===== config.mk =====
export PLATFORM = sky130hd
export DESIGN_NAME = game_input_sequencer
export DESIGN_NICKNAME = d
export VERILOG_FILES = /design/src/rtl/game_pkg.sv /design/src/rtl/step_debounce.sv /design/src/rtl/game_input_sequencer.sv
export SDC_FILE = /design/constraint.sdc
export NUM_CORES = 1
export LEC_CHECK = 0
export ABC_AREA = 1
export CORE_UTILIZATION = 50
export CTS_CLUSTER_DIAMETER = 100
export CTS_CLUSTER_SIZE = 10
export DETAILED_ROUTE_END_ITERATION = 6
export PLACE_DENSITY_LB_ADDON = 0.3
export SYNTH_ARGS = -nofsm -noshare
export SYNTH_HDL_FRONTEND = slang
export SYNTH_SLANG_ARGS = --single-unit

===== constraint.sdc =====
create_clock -name CLOCK -period 2.1 [get_ports CLOCK]
set_clock_uncertainty 0.2 [all_clocks]
set_input_delay 0.42 -clock CLOCK [delete_from_list [all_inputs] [get_ports CLOCK]]
set_output_delay 0.42 -clock CLOCK [all_outputs]
set_load 0.05 [all_outputs]

===== src/rtl/game_pkg.sv =====
// Shared definitions for the game front end: move encoding, sequencer modes
// and the built-in winning autoplay script.
package game_pkg;

    localparam int unsigned MOVE_W  = 6;
    localparam int unsigned COUNT_W = 8;

    // Bit positions inside a move command
    localparam int unsigned MOVE_UP    = 5;
    localparam int unsigned MOVE_DOWN  = 4;
    localparam int unsigned MOVE_NORTH = 3;
    localparam int unsigned MOVE_EAST  = 2;
    localparam int unsigned MOVE_SOUTH = 1;
    localparam int unsigned MOVE_WEST  = 0;

    typedef logic [MOVE_W-1:0] move_t;

    typedef enum logic [1:0] {
        MANUAL   = 2'd0,
        AUTO_RUN = 2'd1,
        AUTO_FIN = 2'd2
    } seq_mode_t;

    localparam int unsigned SCRIPT_LEN = 9;

    // start -> elevator B -> weapon shop -> B -> A -> lab -> A -> B -> C -> win
    localparam move_t WIN_SCRIPT [SCRIPT_LEN] = '{
        6'b100000,  // UP
        6'b000001,  // WEST
        6'b000100,  // EAST
        6'b010000,  // DOWN
        6'b001000,  // NORTH
        6'b000010,  // SOUTH
        6'b100000,  // UP
        6'b100000,  // UP
        6'b000000   // none
    };

    // True when more than one move bit is set (clearing the lowest set bit leaves something)
    function automatic logic multi_move(input move_t m);
        return (m & (m - move_t'(1))) != '0;
    endfunction

endpackage


===== src/rtl/step_debounce.sv =====
// Step button front end: 2-flop synchronizer and debounce counter.
// Ports:
//   clock, reset : sole clock, synchronous active-high reset
//   key_n        : raw active-low step button (asynchronous)
//   press        : one-cycle pulse when the debounced level falls 1->0
module step_debounce #(
    parameter int unsigned DEBOUNCE_CYCLES = 16
) (
    input  logic clock,
    input  logic reset,
    input  logic key_n,
    output logic press
);

    localparam int unsigned CW = (DEBOUNCE_CYCLES > 1) ? $clog2(DEBOUNCE_CYCLES) : 1;

    logic [1:0]    sync;
    logic          level;
    logic [CW-1:0] cnt;

    // Level changes only after DEBOUNCE_CYCLES consecutive differing samples;
    // any agreeing sample restarts the count.
    always_ff @(posedge clock) begin
        if (reset) begin
            sync  <= 2'b11;
            level <= 1'b1;
            cnt   <= '0;
            press <= 1'b0;
        end else begin
            sync  <= {sync[0], key_n};
            press <= 1'b0;
            if (sync[1] != level) begin
                if (cnt == CW'(DEBOUNCE_CYCLES - 1)) begin
                    level <= sync[1];
                    cnt   <= '0;
                    press <= ~sync[1];
                end else begin
                    cnt <= cnt + CW'(1);
                end
            end else begin
                cnt <= '0;
            end
        end
    end

endmodule


===== src/rtl/game_input_sequencer.sv =====
// Player-side front end: turns the step button and move switches (or the
// built-in autoplay script) into a held one-hot move and a one-cycle step strobe.
// Ports:
//   CLOCK, RESET : sole clock, synchronous active-high reset
//   KEY_STEP_N   : raw step button, active-low
//   SW_MOVE      : raw move switches {U,D,N,E,S,W}
//   SW_AUTO      : raw autoplay mode switch
//   MOVE_OUT     : held move command
//   STEP         : one-cycle strobe, MOVE_OUT valid while high
//   ILLEGAL      : last manual step had more than one move bit
//   AUTO_DONE    : autoplay script fully issued
//   STEP_COUNT   : saturating count of steps since reset
module game_input_sequencer
    import game_pkg::*;
#(
    parameter int unsigned DEBOUNCE_CYCLES = 16,
    parameter int unsigned AUTO_PERIOD     = 32
) (
    input  logic               CLOCK,
    input  logic               RESET,
    input  logic               KEY_STEP_N,
    input  logic [MOVE_W-1:0]  SW_MOVE,
    input  logic               SW_AUTO,
    output logic [MOVE_W-1:0]  MOVE_OUT,
    output logic               STEP,
    output logic               ILLEGAL,
    output logic               AUTO_DONE,
    output logic [COUNT_W-1:0] STEP_COUNT
);

    localparam int unsigned PW = (AUTO_PERIOD > 1) ? $clog2(AUTO_PERIOD) : 1;
    localparam int unsigned IW = $clog2(SCRIPT_LEN);

    seq_mode_t    state_q, state_d;
    move_t        move_s1, move_s2;
    logic         auto_s1, auto_s2;
    logic         press;
    logic [PW-1:0] per_q, per_d;
    logic [IW-1:0] idx_q, idx_d;
    move_t        move_d;
    logic         step_d, illegal_d, done_d;
    logic [COUNT_W-1:0] count_d;
    logic         tc_c;

    step_debounce #(.DEBOUNCE_CYCLES(DEBOUNCE_CYCLES)) u_debounce (
        .clock (CLOCK),
        .reset (RESET),
        .key_n (KEY_STEP_N),
        .press (press)
    );

    assign tc_c = (per_q == PW'(AUTO_PERIOD - 1));

    // State register plus synchronizers and registered outputs
    always_ff @(posedge CLOCK) begin
        if (RESET) begin
            state_q    <= MANUAL;
            move_s1    <= '0;
            move_s2    <= '0;
            auto_s1    <= 1'b0;
            auto_s2    <= 1'b0;
            per_q      <= '0;
            idx_q      <= '0;
            MOVE_OUT   <= '0;
            STEP       <= 1'b0;
            ILLEGAL    <= 1'b0;
            AUTO_DONE  <= 1'b0;
            STEP_COUNT <= '0;
        end else begin
            state_q    <= state_d;
            move_s1    <= SW_MOVE;
            move_s2    <= move_s1;
            auto_s1    <= SW_AUTO;
            auto_s2    <= auto_s1;
            per_q      <= per_d;
            idx_q      <= idx_d;
            MOVE_OUT   <= move_d;
            STEP       <= step_d;
            ILLEGAL    <= illegal_d;
            AUTO_DONE  <= done_d;
            STEP_COUNT <= count_d;
        end
    end

    // Mode transitions
    always_comb begin
        state_d = state_q;
        case (state_q)
            MANUAL:   if (auto_s2) state_d = AUTO_RUN;
            AUTO_RUN: begin
                if (!auto_s2)                                  state_d = MANUAL;
                else if (tc_c && idx_q == IW'(SCRIPT_LEN - 1)) state_d = AUTO_FIN;
            end
            AUTO_FIN: if (!auto_s2) state_d = MANUAL;
            default:  state_d = MANUAL;
        endcase
    end

    // Next values of counters and output registers; a mode change in either
    // direction swallows any press or terminal count in the same cycle.
    always_comb begin
        step_d    = 1'b0;
        move_d    = MOVE_OUT;
        illegal_d = ILLEGAL;
        idx_d     = idx_q;
        per_d     = per_q;
        done_d    = (state_d == AUTO_FIN);
        count_d   = STEP_COUNT;
        case (state_q)
            MANUAL: begin
                if (auto_s2) begin
                    idx_d = '0;
                    per_d = '0;
                end else if (press) begin
                    step_d    = 1'b1;
                    illegal_d = multi_move(move_s2);
                    move_d    = multi_move(move_s2) ? '0 : move_s2;
                end
            end
            AUTO_RUN: begin
                if (!auto_s2) begin
                    idx_d = '0;
                end else if (tc_c) begin
                    per_d     = '0;
                    step_d    = 1'b1;
                    move_d    = WIN_SCRIPT[idx_q];
                    illegal_d = 1'b0;
                    idx_d     = idx_q + IW'(1);
                end else begin
                    per_d = per_q + PW'(1);
                end
            end
            AUTO_FIN: if (!auto_s2) idx_d = '0;
            default: ;
        endcase
        if (step_d && STEP_COUNT != '1) count_d = STEP_COUNT + COUNT_W'(1);
    end

endmodule


==> flow_metrics.env <==
export IMPL_ys_types=33
export IMPL_post_route_min_period_ns=2.028
export IMPL_clkLatencyLatePin_ns=0.30
export IMPL_synth_area_leaders="dfxtp_1 43%, nand2_1 9.4%, nor2_1 9.3%"
export IMPL_synth_edf_count=0
export IMPL_multiInputGateArea_sq_um=1081
export IMPL_required_ns=1.48
export IMPL_vias=1934
export IMPL_final_period_utilization_pct=96.59
export IMPL_cts_tree="built"
export IMPL_gp_congestion=0.8299
export IMPL_finalMaxSlewViolations=0
export IMPL_cts_resized=0
export IMPL_critPathCaptureType="output pin"
export IMPL_synth_commonest_cells="58 x nand2_1, 57 x nor2_1, 50 x dfxtp_1"
export IMPL_area_growth_pct=17.95
export IMPL_synth_most_common_cell="nand2_1"
export IMPL_ys_seq_area_share_pct=43.38
export IMPL_grt_pass1_vias=1707
export IMPL_grt_max_degree=29
export IMPL_worst_path_max_delay_cell="clkdlybuf4s50_1"
export IMPL_fp_dieH_microns=69.93
export IMPL_path_cells="clkdlybuf4s50_1"
export IMPL_drt_iter0_drc=95
export IMPL_grt_overflow_total=0
export IMPL_syn_nets=334
export IMPL_async_flop_share_pct=0
export IMPL_nets=362
export IMPL_cp_arrival_ns=1.41
export IMPL_hold_viol_final=0
export IMPL_syn_avg_cell_area_sq_um=7.324
export IMPL_cts_sinks=50
export IMPL_initial_core_util_pct=52.63
export IMPL_seqCellArea_sq_um=1002
export IMPL_dpl_instance_area_sq_um=2569
export IMPL_synth_top_area_cell="dfxtp_1"
export IMPL_setup_viol=0
export IMPL_cts_root_buf="clkbuf_8"
export IMPL_cp_start_kind="register"
export IMPL_drcViolationCount=0
export IMPL_rsz0062_at_grt="false"
export IMPL_via_per_inst=4.884
export IMPL_setup_tns_ns=0
export IMPL_crit_buf_inv=1
export IMPL_fmax_mhz=493.0
export IMPL_grt_usage_pct=18.49
export IMPL_clk_pin_slew_ns=0.09
export IMPL_holdWs_ns=0.2087
export IMPL_powerDensity_nw_per_um2=699.4
export IMPL_syn_inst=315
export IMPL_place_hpwl_mm=3.036
export IMPL_diodes=0
export IMPL_pin_count=27
export IMPL_worst_pin_slew_ns=0.4910
export IMPL_num_rows=24
export IMPL_grt_first_pass_wirelength_mm=7.334
export IMPL_ys_flop_type="dfxtp_1"
export IMPL_fillers=404
export IMPL_slew_headroom_pct=67.16
export IMPL_yosysWarnings=0
export IMPL_cts_made_buffers=5
export IMPL_design_area_sq_um=2721
export IMPL_drt_total_wl_mm=4.245
export IMPL_status="finished, final reports clean"
export IMPL_cts_hold_buf=0
export IMPL_cts_buffer_depth=2
export IMPL_crit_fanout=1
export IMPL_antenna_found_initial=0
export IMPL_hold_path_class="register to register"
export IMPL_cp_top_family="buffers and inverters"
export IMPL_syn_area_sq_um=2307
export IMPL_drtPass1Iterations=4
export IMPL_dieWidth_microns=69.93
export IMPL_max_cap_viol_count=0
export IMPL_synth_top_area_share_pct=43.38
export IMPL_die_area_sq_um=4890
export IMPL_final_antenna_net_count=0
export IMPL_peakVddDrop_mv=0.3765
export IMPL_power_leakage_nw=1.200
export IMPL_max_stage_delay_ns=0.79
export IMPL_layout_drive_gt1_share_pct=14.53
export IMPL_htree_levels=2
export IMPL_io_buffers=26
export IMPL_critPathKind="register to output pin"
export IMPL_cts_setup_buffers=0
export IMPL_wl_per_cell_microns=10.72
export IMPL_ys_ff_latch=50
export IMPL_coreArea_sq_um=4384
## layout make-up
| class | instances | area share (%) |
|---|---|---|
| multi-input combinational | 208 | 39.72 |
| clock buffer | 6 | 3.034 |
| timing repair buffer | 28 | 8.736 |
| sequential | 50 | 36.83 |
| inverter | 50 | 7.080 |
| tap | 52 | 2.391 |
| clock inverter | 2 | 2.207 |
## sequential cells by signal, indices dropped and copies added (netlist names), 4 cells and up
| signal | count |
|---|---|
| idx_q | 4 |
| STEP_COUNT | 8 |
| move_s2 | 6 |
| move_s1 | 6 |
| u_debounce.cnt | 4 |
| per_q | 5 |
| MOVE_OUT | 6 |
## final timing paths
kind         startpoint            end  slack, ns  depth (start not counted)
max                STEP           STEP       0.07                          1
min reg2reg  move_s1[2]     move_s2[2]       0.21                          2
min          move_s1[2]     move_s2[2]       0.21                          2
max reg2reg    per_q[0]  STEP_COUNT[0]       0.21                         12
## cell families (layout without fill, tap and decap cells)
kind of cell	count (synthesis)	count (layout)	synth area share, %
xor gates and xnor gates	5	5	1.898
DFF	50	50	43.38
and+or+nand+nor	158	158	29.88
AOI/OAI and AO/OA	36	36	9.816
buffers and inverters	57	86	10.14
adders and majority gates	9	9	4.881
## per-stage QoR
stage | util (%) | std cells | total power (W) | worst slack (ns)
2_1_floorplan | - | 315 | 0.001064 | 0.2164
3_3_place_gp | 58.59 | 388 | 0.001095 | 0.2360
3_5_place_dp | 58.59 | 388 | 0.001098 | 0.1549
4_1_cts | 61.84 | 396 | 0.001922 | 0.05531
5_1_grt | 62.07 | 396 | 0.001968 | 0.007242
6_report | 62.07 | 396 | 0.001903 | 0.07171
## where the power goes
group	internal (W)	total [W]	switching, W	leakage (nW)
Sequential	0.000965	0.000977	0.0000114	0.407
Clock	0.000508	0.000828	0.000320	0.0714
Combinational	0.0000421	0.0000987	0.0000566	0.721
## metal layers
layer	GRT usage (%)	wire [microns]	vias up	part of all wire [%]
met5	0	0	-	0
met4	6.667	61	0	1.4
li1	-	-	1035	-
met1	23.60	2012	865	47
met2	30.66	2047	28	48
met3	4.040	123	6	2.9
## layout by cell type (no fill, tap or decap), drive strengths merged
master and n:
clkdlybuf4s50 11, dfxtp 50, clkinv 2, xor2 4
xnor2 1, nand3 20, buf 17, a211oi 1
ha 9, o21ai 14, a21oi 18, clkbuf 6
nand4 6, a31oi 1, nand3b 1, a21o 1
nand2 63, or2 2, and2 1, nor4 1
o211ai 1, and3 1, nor2 61, nor3 2
bufinv 2, inv 48
No activity file was read; power rests on OpenSTA's default activity.
